**config.mk**
```make
export PLATFORM = sky130hd
export DESIGN_NAME = leaf_out_arbiter_flat
export DESIGN_NICKNAME = d
export VERILOG_FILES = /design/src/rtl/leaf_out_arbiter_if.sv /design/src/rtl/leaf_out_arbiter.sv /design/src/flat_wrapper.sv
export SDC_FILE = /design/constraint.sdc
export NUM_CORES = 1
export LEC_CHECK = 0
export CAP_MARGIN = 40
export CORE_MARGIN = 8
export CORE_UTILIZATION = 50
export DETAILED_ROUTE_END_ITERATION = 8
export PLACE_DENSITY_LB_ADDON = 0.3
export SYNTH_ARGS = -nofsm -noshare
export SYNTH_HDL_FRONTEND = slang
export SYNTH_SLANG_ARGS = --single-unit
```
**constraint.sdc**
```tcl
create_clock -name clk -period 12.6 [get_ports clk]
set_input_delay 2.52 -clock clk [delete_from_list [all_inputs] [get_ports clk]]
set_output_delay 2.52 -clock clk [all_outputs]
set_load 0.02 [all_outputs]
```
**src/rtl/leaf_out_arbiter_if.sv**
```systemverilog
// Bundle of user-side, configuration, credit and BFT packet signals for leaf_out_arbiter.
// master = user/shell side driving requests, slave = the arbiter.
interface leaf_out_arbiter_if #(
  parameter int NUM_OUT_PORTS = 4,
  parameter int PAYLOAD_BITS  = 32,
  parameter int NUM_LEAF_BITS = 5,
  parameter int NUM_PORT_BITS = 4,
  parameter int PACKET_BITS   = 49
);
  logic [NUM_OUT_PORTS*PAYLOAD_BITS-1:0] din_leaf_user2interface;
  logic [NUM_OUT_PORTS-1:0]              vld_user2interface;
  logic [NUM_OUT_PORTS-1:0]              ack_interface2user;
  logic                                  cfg_wr;
  logic [NUM_PORT_BITS-1:0]              cfg_port;
  logic [NUM_LEAF_BITS-1:0]              cfg_dest_leaf;
  logic [NUM_PORT_BITS-1:0]              cfg_dest_port;
  logic                                  credit_vld;
  logic [NUM_PORT_BITS-1:0]              credit_port;
  logic                                  resend;
  logic [PACKET_BITS-1:0]                dout_leaf_interface2bft;

  modport master (
    output din_leaf_user2interface, vld_user2interface,
    output cfg_wr, cfg_port, cfg_dest_leaf, cfg_dest_port,
    output credit_vld, credit_port, resend,
    input  ack_interface2user, dout_leaf_interface2bft
  );

  modport slave (
    input  din_leaf_user2interface, vld_user2interface,
    input  cfg_wr, cfg_port, cfg_dest_leaf, cfg_dest_port,
    input  credit_vld, credit_port, resend,
    output ack_interface2user, dout_leaf_interface2bft
  );
endinterface

```
**src/rtl/leaf_out_arbiter.sv**
```systemverilog
// Round-robin packetiser merging user output ports into one registered BFT packet stream.
// Define LEAF_OUT_CREDIT_EN to enable per-port destination credit tracking and gating.
module leaf_out_arbiter #(
  parameter int PACKET_BITS           = 49,
  parameter int PAYLOAD_BITS          = 32,
  parameter int NUM_LEAF_BITS         = 5,
  parameter int NUM_PORT_BITS         = 4,
  parameter int NUM_ADDR_BITS         = 7,
  parameter int NUM_OUT_PORTS         = 4,
  parameter int FREESPACE_UPDATE_SIZE = 64
) (
  input logic             clk,
  input logic             reset,
  leaf_out_arbiter_if.slave bus
);
  localparam int IW = (NUM_OUT_PORTS > 1) ? $clog2(NUM_OUT_PORTS) : 1;

  logic [NUM_LEAF_BITS-1:0] leaf_q  [NUM_OUT_PORTS];
  logic [NUM_LEAF_BITS-1:0] leaf_d  [NUM_OUT_PORTS];
  logic [NUM_PORT_BITS-1:0] dport_q [NUM_OUT_PORTS];
  logic [NUM_PORT_BITS-1:0] dport_d [NUM_OUT_PORTS];
  logic [NUM_ADDR_BITS-1:0] addr_q  [NUM_OUT_PORTS];
  logic [NUM_ADDR_BITS-1:0] addr_d  [NUM_OUT_PORTS];
  logic [PAYLOAD_BITS-1:0]  payload [NUM_OUT_PORTS];
  logic [IW-1:0]            last_q, last_d;
  logic [NUM_OUT_PORTS-1:0] ack_q, ack_d;
  logic [PACKET_BITS-1:0]   pkt_q, pkt_d;
  logic [NUM_OUT_PORTS-1:0] credit_ok;
  logic [NUM_OUT_PORTS-1:0] eligible;
  logic                     grant_vld;
  logic [IW-1:0]            grant_idx;
  logic [IW-1:0]            cand;
  logic [IW-1:0]            cfg_idx;

  assign cfg_idx = bus.cfg_port[IW-1:0];

  // ack_q doubles as the "granted last cycle" mask that blocks a double send
  always_comb begin
    eligible  = '0;
    grant_vld = 1'b0;
    grant_idx = '0;
    cand      = '0;
    for (int i = 0; i < NUM_OUT_PORTS; i++) begin
      payload[i]  = bus.din_leaf_user2interface[i*PAYLOAD_BITS +: PAYLOAD_BITS];
      eligible[i] = bus.vld_user2interface[i] & ~ack_q[i] & ~bus.resend & credit_ok[i];
    end
    for (int k = 1; k <= NUM_OUT_PORTS; k++) begin
      cand = IW'((int'(last_q) + k) % NUM_OUT_PORTS);
      if (!grant_vld && eligible[cand]) begin
        grant_vld = 1'b1;
        grant_idx = cand;
      end
    end
  end

  always_comb begin
    leaf_d  = leaf_q;
    dport_d = dport_q;
    addr_d  = addr_q;
    last_d  = last_q;
    ack_d   = '0;
    pkt_d   = pkt_q;
    pkt_d[PACKET_BITS-1] = 1'b0;
    if (bus.cfg_wr && (int'(bus.cfg_port) < NUM_OUT_PORTS)) begin
      leaf_d[cfg_idx]  = bus.cfg_dest_leaf;
      dport_d[cfg_idx] = bus.cfg_dest_port;
    end
    if (grant_vld) begin
      pkt_d = {1'b1, leaf_q[grant_idx], dport_q[grant_idx], addr_q[grant_idx],
               payload[grant_idx]};
      addr_d[grant_idx] = addr_q[grant_idx] + 1'b1;
      last_d            = grant_idx;
      ack_d[grant_idx]  = 1'b1;
    end
  end

  always_ff @(posedge clk or posedge reset) begin
    if (reset) begin
      for (int i = 0; i < NUM_OUT_PORTS; i++) begin
        leaf_q[i]  <= '0;
        dport_q[i] <= NUM_PORT_BITS'(i);
        addr_q[i]  <= '0;
      end
      last_q <= IW'(NUM_OUT_PORTS - 1);
      ack_q  <= '0;
      pkt_q  <= '0;
    end else begin
      leaf_q  <= leaf_d;
      dport_q <= dport_d;
      addr_q  <= addr_d;
      last_q  <= last_d;
      ack_q   <= ack_d;
      pkt_q   <= pkt_d;
    end
  end

`ifdef LEAF_OUT_CREDIT_EN
  localparam int CW = NUM_ADDR_BITS + 1;
  localparam logic [CW-1:0] CREDIT_MAX = {1'b1, {NUM_ADDR_BITS{1'b0}}};
  localparam logic [CW:0]   CREDIT_INC = (CW+1)'(FREESPACE_UPDATE_SIZE);

  logic [CW-1:0] credit_q [NUM_OUT_PORTS];
  logic [CW-1:0] credit_d [NUM_OUT_PORTS];
  logic [CW:0]   credit_sum;

  // one extra bit of headroom so the return + grant sum can be saturated
  always_comb begin
    credit_sum = '0;
    for (int i = 0; i < NUM_OUT_PORTS; i++) begin
      credit_ok[i] = (credit_q[i] != '0);
      credit_sum   = {1'b0, credit_q[i]};
      if (bus.credit_vld && (int'(bus.credit_port) == i))
        credit_sum = credit_sum + CREDIT_INC;
      if (grant_vld && (int'(grant_idx) == i))
        credit_sum = credit_sum - 1'b1;
      credit_d[i] = (credit_sum > {1'b0, CREDIT_MAX}) ? CREDIT_MAX : credit_sum[CW-1:0];
    end
  end

  always_ff @(posedge clk or posedge reset) begin
    if (reset) begin
      for (int i = 0; i < NUM_OUT_PORTS; i++) credit_q[i] <= CREDIT_MAX;
    end else begin
      credit_q <= credit_d;
    end
  end
`else
  logic credit_unused;
  assign credit_ok     = '1;
  assign credit_unused = ^{bus.credit_vld, bus.credit_port, (FREESPACE_UPDATE_SIZE != 0)};
`endif

  assign bus.dout_leaf_interface2bft = bus.resend ? '0 : pkt_q;
  assign bus.ack_interface2user      = bus.resend ? '0 : ack_q;

endmodule

```
**src/flat_wrapper.sv**
```systemverilog
// flat-port wrapper written by rule: the top's interface ports become plain ports
module leaf_out_arbiter_flat 
#(
  parameter int PACKET_BITS           = 49,
  parameter int PAYLOAD_BITS          = 32,
  parameter int NUM_LEAF_BITS         = 5,
  parameter int NUM_PORT_BITS         = 4,
  parameter int NUM_ADDR_BITS         = 7,
  parameter int NUM_OUT_PORTS         = 4,
  parameter int FREESPACE_UPDATE_SIZE = 64
)
  (clk, reset, bus_din_leaf_user2interface, bus_vld_user2interface, bus_cfg_wr, bus_cfg_port, bus_cfg_dest_leaf, bus_cfg_dest_port, bus_credit_vld, bus_credit_port, bus_resend, bus_ack_interface2user, bus_dout_leaf_interface2bft);
  leaf_out_arbiter_if #(.NUM_OUT_PORTS(NUM_OUT_PORTS), .PAYLOAD_BITS(PAYLOAD_BITS), .NUM_LEAF_BITS(NUM_LEAF_BITS), .NUM_PORT_BITS(NUM_PORT_BITS), .PACKET_BITS(PACKET_BITS)) bus_i ();
  input logic clk;
  input logic reset;
  input wire logic [$bits(bus_i.din_leaf_user2interface)-1:0] bus_din_leaf_user2interface;
  input wire logic [$bits(bus_i.vld_user2interface)-1:0] bus_vld_user2interface;
  input wire logic [$bits(bus_i.cfg_wr)-1:0] bus_cfg_wr;
  input wire logic [$bits(bus_i.cfg_port)-1:0] bus_cfg_port;
  input wire logic [$bits(bus_i.cfg_dest_leaf)-1:0] bus_cfg_dest_leaf;
  input wire logic [$bits(bus_i.cfg_dest_port)-1:0] bus_cfg_dest_port;
  input wire logic [$bits(bus_i.credit_vld)-1:0] bus_credit_vld;
  input wire logic [$bits(bus_i.credit_port)-1:0] bus_credit_port;
  input wire logic [$bits(bus_i.resend)-1:0] bus_resend;
  output wire logic [$bits(bus_i.ack_interface2user)-1:0] bus_ack_interface2user;
  output wire logic [$bits(bus_i.dout_leaf_interface2bft)-1:0] bus_dout_leaf_interface2bft;
  assign bus_i.din_leaf_user2interface = bus_din_leaf_user2interface;
  assign bus_i.vld_user2interface = bus_vld_user2interface;
  assign bus_i.cfg_wr = bus_cfg_wr;
  assign bus_i.cfg_port = bus_cfg_port;
  assign bus_i.cfg_dest_leaf = bus_cfg_dest_leaf;
  assign bus_i.cfg_dest_port = bus_cfg_dest_port;
  assign bus_i.credit_vld = bus_credit_vld;
  assign bus_i.credit_port = bus_credit_port;
  assign bus_i.resend = bus_resend;
  assign bus_ack_interface2user = bus_i.ack_interface2user;
  assign bus_dout_leaf_interface2bft = bus_i.dout_leaf_interface2bft;
  leaf_out_arbiter #(.PACKET_BITS(PACKET_BITS), .PAYLOAD_BITS(PAYLOAD_BITS), .NUM_LEAF_BITS(NUM_LEAF_BITS), .NUM_PORT_BITS(NUM_PORT_BITS), .NUM_ADDR_BITS(NUM_ADDR_BITS), .NUM_OUT_PORTS(NUM_OUT_PORTS), .FREESPACE_UPDATE_SIZE(FREESPACE_UPDATE_SIZE)) u_core (.clk(clk), .reset(reset), .bus(bus_i));
endmodule
```
* Yosys cells after proc, flatten, opt, wreduce, memory -nomap -nowiden *
Index checks and enable logic that the tools add are counted.

cells by class
  bitwise gates (word level) = 15
  multiplexer cells = 43
  reduce and logical (&&, ||, !) cells = 10
  magnitude comparators = 11
  $add $sub $neg = 5

operators by type and width
  cell                                                                   count
  49-bit 2-to-1 mux                                                      2
  32-bit binary-select mux with 2-bit select                             1
  32-bit 2-to-1 mux                                                      2
  28-bit bitwise mux                                                     1
  7-bit 2-to-1 mux                                                       3
  20-bit bitwise mux                                                     1
  4-bit 2-to-1 mux                                                       5
  16-bit bitwise mux                                                     1
  2-bit by 3-bit < comparator with 1-bit output (second input constant)  5
  5-bit 2-to-1 mux                                                       3
  7-bit binary-select mux with 2-bit select                              1
  7-bit demux with 2-bit select                                          1
  5-bit binary-select mux with 2-bit select                              1
  5-bit demux with 2-bit select                                          1
  1-bit 2-to-1 mux                                                       9
  1-bit bitwise AND                                                      8
  1-bit binary-select mux with 2-bit select                              4
  4-bit binary-select mux with 2-bit select                              1
  4-bit demux with 2-bit select                                          1
  2-bit 2-to-1 mux                                                       4
  7-bit by 1-bit adder with 7-bit output (second input constant)         1
  1-bit logical AND                                                      7
  3-bit >= comparator (second input constant)                            2
  3-bit by 1-bit < comparator with 1-bit output (second input constant)  2
  8 further kinds                                                        17

word-level totals
  logic and storage cells = 100
  bits in registers = 119

* Logic depth before layout (Yosys ltp) *
Gate-level depths: netlist (run 1).

  depth in word-level cells = 21
  gate-level depth with buffers = 11
  mapped depth without buffers = 9

* Least setup slack after synthesis (run 1) *
No wires, ideal clock.

  path kind = input -> output
  start = input bus_resend
  end = output bus_ack_interface2user[1]
  slack = 6849 ps
  buffers on the path = 2
  arrival time = 3231 ps
  stages on the path = 3
  cell sequence = clkbuf_1 clkbuf_1 nor2b_1

on the way
  longest elaborated chain between the ends = 1

RTL lines
  what                RTL line                 text
  start: declaration  flat_wrapper.sv:24       input wire logic [$bits(bus_i.resend)-1:0] bus_resend;
  4-bit 2-to-1 mux    leaf_out_arbiter.sv:134  assign bus.ack_interface2user = bus.resend ? '0 : ack_q;
  end: declaration    flat_wrapper.sv:25       output wire logic [$bits(bus_i.ack_interface2user)-1:0] bus_ack_interface2user;

No other way between the ends.

* Worst setup path in the final report (run 1) *
  start = input bus_resend
  end = output bus_dout_leaf_interface2bft[47]

on the way
  longest elaborated chain between the ends = 1

RTL lines
  what               RTL line                 text
  49-bit 2-to-1 mux  leaf_out_arbiter.sv:133  assign bus.dout_leaf_interface2bft = bus.resend ? '0 : pkt_q;
  end: declaration   flat_wrapper.sv:26       output wire logic [$bits(bus_i.dout_leaf_interface2bft)-1:0] bus_dout_leaf_interface2bft;

No other way between the ends.

==> results of run 1 <==
==> per-stage QoR <==
stage,worst slack (ns),hold WS (ns)
after floorplan,6.85,0.441
after CTS,6.27,0.470
after global placement,5.76,0.454
final,6.24,0.468
after detailed placement,6.24,0.463
after global routing,6.20,0.489
==> kinds of logic after synthesis <==
family,after synthesis,synth area share [%]
XOR/XNOR,15,2.30
AO/OA/AOI/OAI,117,9.53
flip-flops,119,46.8
AND/OR/NAND/NOR,410,28.0
multiplexers,56,9.71
buffers and inverters,57,3.61
==> Yosys cell counts, types with 2 or more instances <==
library cell / count / area (um2)
a21oi_1: 3 / 15.0
nand2_1: 286 / 1070
xnor2_1: 7 / 61.3
nand3_1: 43 / 215
clkbuf_1: 38 / 143
buf_2: 7 / 35.0
dfstp_2: 6 / 158
nor2b_1: 54 / 338
nor3_1: 3 / 15.0
mux2_2: 43 / 484
dfrtp_1: 113 / 2830
o21ai_0: 100 / 500
xor2_1: 6 / 52.6
nor2_1: 10 / 37.5
o21ai_1: 9 / 45.0
mux2i_1: 12 / 120
buf_1: 4 / 15.0
inv_1: 7 / 26.3
nand2b_1: 7 / 43.8
xnor2_2: 2 / 32.5
==> registers in the layout, indices dropped and copies added, names as in the netlist <==
name and flops:
u_core.ack_q 4, u_core.addr_q 28, u_core.dport_q 16, u_core.last_q 2, u_core.leaf_q 20, u_core.pkt_q 49
==> routing by layer <==
metal	share of wire, %	routed length (um)
met4	2.6	489
met2	48	9030
met5	0	0
met1	42	7810
met3	7.0	1300
==> worst min path at each step <==
stage	start	to	slack, ns	depth (start not counted)
detailed placement	u_core.pkt_q[32]	u_core.pkt_q[32]	0.46	2
finish	u_core.addr_q[1]	u_core.addr_q[1]	0.47	1
global route	u_core.pkt_q[27]	u_core.pkt_q[27]	0.49	2
global placement	u_core.pkt_q[34]	u_core.pkt_q[34]	0.45	2
floorplan	u_core.addr_q[15]	u_core.addr_q[15]	0.44	1
CTS	u_core.addr_q[1]	u_core.addr_q[1]	0.47	1
==> area by class of cell <==
class | instances | area share (%)
clock buffers | 23 | 5.15
flip-flops and latches | 119 | 32.8
repair buffers | 211 | 23.1
well taps | 172 | 2.37
inverters | 7 | 0.317
multi-input cells | 598 | 35.1
clock inverters | 9 | 1.10
==> cells in the final DEF (no fill, tap or decap), drive strengths merged <==
cell type	Yosys	routed
nand2	287	287
clkdlybuf4s50	0	200
dfrtp	113	113
o21ai	109	109
nor2b	54	54
mux2	44	44
nand3	43	43
clkbuf	38	23
mux2i	12	12
buf	12	11
nor2	10	10
xnor2	9	9
nand2b	8	8
inv	7	7
xor2	6	6
dfstp	6	6
clkinv	0	5
a21oi	3	3
nor3	3	3
clkinvlp	0	2
bufinv	0	2
nor3b	1	1
or3b	1	1
a221o	1	1
a211oi	1	1
a21boi	1	1
and2	1	1
or3	1	1
a31oi	1	1
nor4	1	1
a21o	1	1
==> report_power, final <==
| part | switching (mW) | internal, mW |
|---|---|---|
| Sequential | 0.0632 | 0.510 |
| Combinational | 0.292 | 0.247 |
| Clock | 0.162 | 0.299 |
==> critical path: stages <==
cell             delay, ns
buf_2                 0.22
buf_12                0.23
nor2b_1               0.19
clkdlybuf4s50_1       0.66
==> qor.yml, run 1 <==
r2r_cells: 9
cts_setup_buffers: 0
grt_use_met2_pct: 37.7
wl_per_cell_um: 16.4
top_usage_layer: "met2"
worstPathRequired_ns: 10.08
cts_buffers: 17
drt-vias-per-instance: 5.15
regToRegSetupSlack_ns: 8.87
area_delta_synth_final_pct: 42.6
grt_antenna_before_repair: 0
synth_nets: 928
ctsHoldBuffers: 0
rr_endpoint: "u_core.addr_q[27]"
drive_gt1_share_pct: 10.3
dp_hpwl_um: 12800
fillers: 990
coreArea_mm2: 0.0125
fin_crit_ns: 6.36
multi_input_comb_area_mm2: 0.00319
clock_skew_ns: 0.00718
via_count: 5864
grt_pass1_wl_um: 30100
cp-start-kind: "input pin"
reg2reg_from: "u_core.last_q[0]"
cts-root-buf: "clkbuf_16"
synthArstFlopShare_pct: 100
clock_sinks: 119
register_area_mm2: 0.00299
ys.flop_type: "dfrtp_1"
port_buffers: 201
end_kind: "output port"
setup_violations: 0
firstDrtPassIters: 4
antenna_cells: 0
die_x_um: 129
slew_headroom_pct: 42.2
die_h_um: 129
cp.arrival_ns: 3.84
ys_types: 34
ys_warn_count: 0
syn_inst: 774
path_class: "in2out"
fin_crit_sh_pct: 50.5
finish.instance_area_mm2: 0.00909
first_global_vias: 5782
gp_congestion: 0.799
finish.utilization_pct: 72.6
leakagePower_nw: 3.96
grt.met3_usage_pct: 6.21
dieArea_mm2: 0.0166
grt_overflow_total: 0
hold_viol: 0
min_path_type: "reg2reg"
met1_usage_pct: 28.0
synth_edf_count: 0
grt_max_degree: 99
ys_ff_latch: 119
wirelength_um: 18600
clock_latency_ns: 0.40
cp-endpoint: "bus_dout_leaf_interface2bft[47]"
rsz0062_at_grt: "false"
clockBufferDepth: 2
synth_area_mm2: 0.00638
setup_tns_ns: 0
nNetsFinal: 1108
place_area_mm2: 0.00852
post_cts_resized: 0
clock.fmax_mhz: 157
rows: 41
finalPower_mw: 1.57
cts_tree: "built"
maxSlewViolCount: 0
ys_seq_area_share_pct: 46.8
irDropWorstVdd_v: 0.0000980
h-tree-depth: 4
power_density_mw_per_mm2: 173
critPathLaunch: "bus_resend"
drtAntennaViolNets: 0
clk_pin_slew_ns: 0.05
syn_avg_cell_area_um2: 8.24
grt_use_total_pct: 22.9
cap_violations: 0
fin_cells: 1139
pin_count: 207
dp.cells: 1107
worstMarginPinSlew_ns: 0.867
drc: 0
drt_iter0_drc: 391
status: "complete, no violations"
start_util_pct: 50.9
critical_path.max_fanout: 40
Power figures use the tool's default switching activity.
==> run 2: changes to the inputs <==
Settings changed: CORE_UTILIZATION 50 to 47.
Clock period 12.6 ns to 6.3 ns, I/O delays scaled along.
==> qor.yml, run 2 (synthesis results as in run 1) <==
fin_crit_ns: 4.52
ctsHoldBuffers: 0  # unchanged
finish.utilization_pct: 69.7  # -2.9 points
cts_tree: "built"
grt_overflow_total: 0  # unchanged
cts-root-buf: "clkbuf_16"
dieArea_mm2: 0.0176  # +5.6%
final.setup.worst_slack_ns: 1.78  # -4.46 ns
drc: 0  # unchanged
rows: 42  # +2.4%
grt_pass1_wl_um: 30200  # +0.53%
die_h_um: 132  # +2.8%
clk_pin_slew_ns: 0.05  # about the same
fin_crit_sh_pct: 71.8
clock_sinks: 119  # unchanged
cts_setup_buffers: 0  # unchanged
clockBufferDepth: 2  # unchanged
worstMarginPinSlew_ns: 0.931  # +0.0633 ns
p_seq_share_pct: 34.2  # -2.2 points
maxSlewViolCount: 0  # unchanged
r2r_cells: 8  # -1
dp_hpwl_um: 13000  # +1.2%
drtAntennaViolNets: 0  # unchanged
critical_path.max_fanout: 16  # -60%
min_path_type: "reg2reg"
path_class: "in2reg"
power.switching_mw: 1.05  # +100%
irDropWorstVdd_v: 0.000230  # +130%
leakagePower_nw: 4.02  # +1.5%
power_density_mw_per_mm2: 364  # +110%
slew_headroom_pct: 37.8  # -4.4 points
hold_viol: 0  # unchanged
cap_violations: 0  # unchanged
port_buffers: 201  # unchanged
drt_iter0_drc: 337  # -14%
grt_use_total_pct: 21.3  # -1.5 points
combPwrFrac_pct: 32.1  # -2.2 points
via_count: 5743  # -2.1%
clock_skew_ns: 0.00868  # +0.00151 ns
area_delta_synth_final_pct: 44.8
regMostFlops: "u_core.pkt_q"
start_util_pct: 48.2  # -2.8 points
largest_reg_flops: 49  # unchanged
switching_share_pct: 31.3  # -1.5 points
wl_per_cell_um: 16.3  # -0.45%
drt-vias-per-instance: 5.02  # -2.6%
post_cts_resized: 0  # unchanged
dp_slack_ns: 1.45  # -4.79 ns
end_kind: "register"
rsz0062_at_grt: "false"
firstDrtPassIters: 5  # +1
p_int_mw: 2.31  # +120%
reg.largest.list: "u_core.pkt_q (49), u_core.addr_q (28), u_core.leaf_q (20)"
antenna_cells: 0  # unchanged
setup_tns_ns: 0  # unchanged
clock_latency_ns: 0.41  # about the same
layout_commonest_cell: "nand2_1"
first_global_vias: 5880  # +1.7%
setup_violations: 0  # unchanged
cts_buffers: 17  # unchanged
finalPower_mw: 3.36  # +110%
gp_congestion: 0.806  # +0.88%
grt_max_degree: 99  # unchanged
coreArea_mm2: 0.0132  # +5.8%
grt_antenna_before_repair: 0  # unchanged
h-tree-depth: 4  # unchanged
min_path_cells: 2  # +1
drive_gt1_share_pct: 10.8  # +0.49 points
die_x_um: 132  # +2.8%
nNetsFinal: 1110  # +0.18%
wirelength_um: 18600  # about the same
layout_common_cells: "285 x nand2_1, 200 x clkdlybuf4s50_1, 113 x dfrtp_1"
cp.arrival_ns: 4.80  # +0.96 ns
clock.fmax_mhz: 221
cp-start-kind: "input pin"
pin_count: 207  # unchanged
power.share.clock_pct: 33.7  # +4.4 points
worstPathRequired_ns: 6.58  # -3.50 ns
status: "complete, no violations"
==> run 2: power groups by stage <==
| stage | clock, mW | combinational [mW] | sequential [mW] |
|---|---|---|---|
| floorplan | 0 | 0.699 | 1.12 |
| global placement | 0 | 1.05 | 1.14 |
| detailed placement | 0 | 1.08 | 1.16 |
| CTS | 1.15 | 1.09 | 1.15 |
| global route | 1.18 | 1.20 | 1.18 |
| finish | 1.13 | 1.08 | 1.15 |
==> run 2: worst paths after layout <==
path,slack (ns),endpoint,start
max,1.78,u_core.addr_q[6],bus_vld_user2interface[3]
min,0.47,u_core.pkt_q[14],u_core.pkt_q[14]
max reg2reg,2.71,u_core.addr_q[6],u_core.ack_q[3]
min reg2reg,0.47,u_core.pkt_q[14],u_core.pkt_q[14]
max in group asynchronous,3.75,u_core.pkt_q[19],reset
min in group asynchronous,1.34,u_core.pkt_q[0],reset
==> run 2: final cells by class <==
type / count / area (um2)
inverters: 7 / 28.8
clock inverters: 13 / 250
well taps: 176 / 220
multi-input cells: 598 / 3190
clock buffers: 19 / 443
repair buffers: 213 / 2120
flip-flops and latches: 119 / 2990
fillers: 1058 / 4010
==> run 2: routing by layer <==
| layer | global-route usage [%] | up-vias | part of all wire [%] |
|---|---|---|---|
| met1 | 25.1 | 2672 | 42 |
| met4 | 7.44 | 0 | 1.9 |
| li1 | - | 2891 | - |
| met5 | 0 | - | 0 |
| met2 | 36.6 | 157 | 50 |
| met3 | 6.02 | 23 | 5.8 |
==> run 2: stage by stage <==
stage          cell area, um2  instances  hold slack, ns
3_5_place_dp             8540       1113           0.461
6_report                 9240       1145           0.469
4_1_cts                  9240       1145           0.472
5_1_grt                  9240       1145           0.484
2_1_floorplan            6380        774           0.441
3_3_place_gp             8510       1111           0.453
==> run 2: critical path: stages <==
cell	delay [ns]
clkdlybuf4s50_1	0.50
or3b_1	0.42
a221o_1	0.35
a211oi_4	0.74
mux2_2	0.48
nor4_4	0.55
nand2_2	0.12
xnor2_2	0.25
o21ai_1	0.11
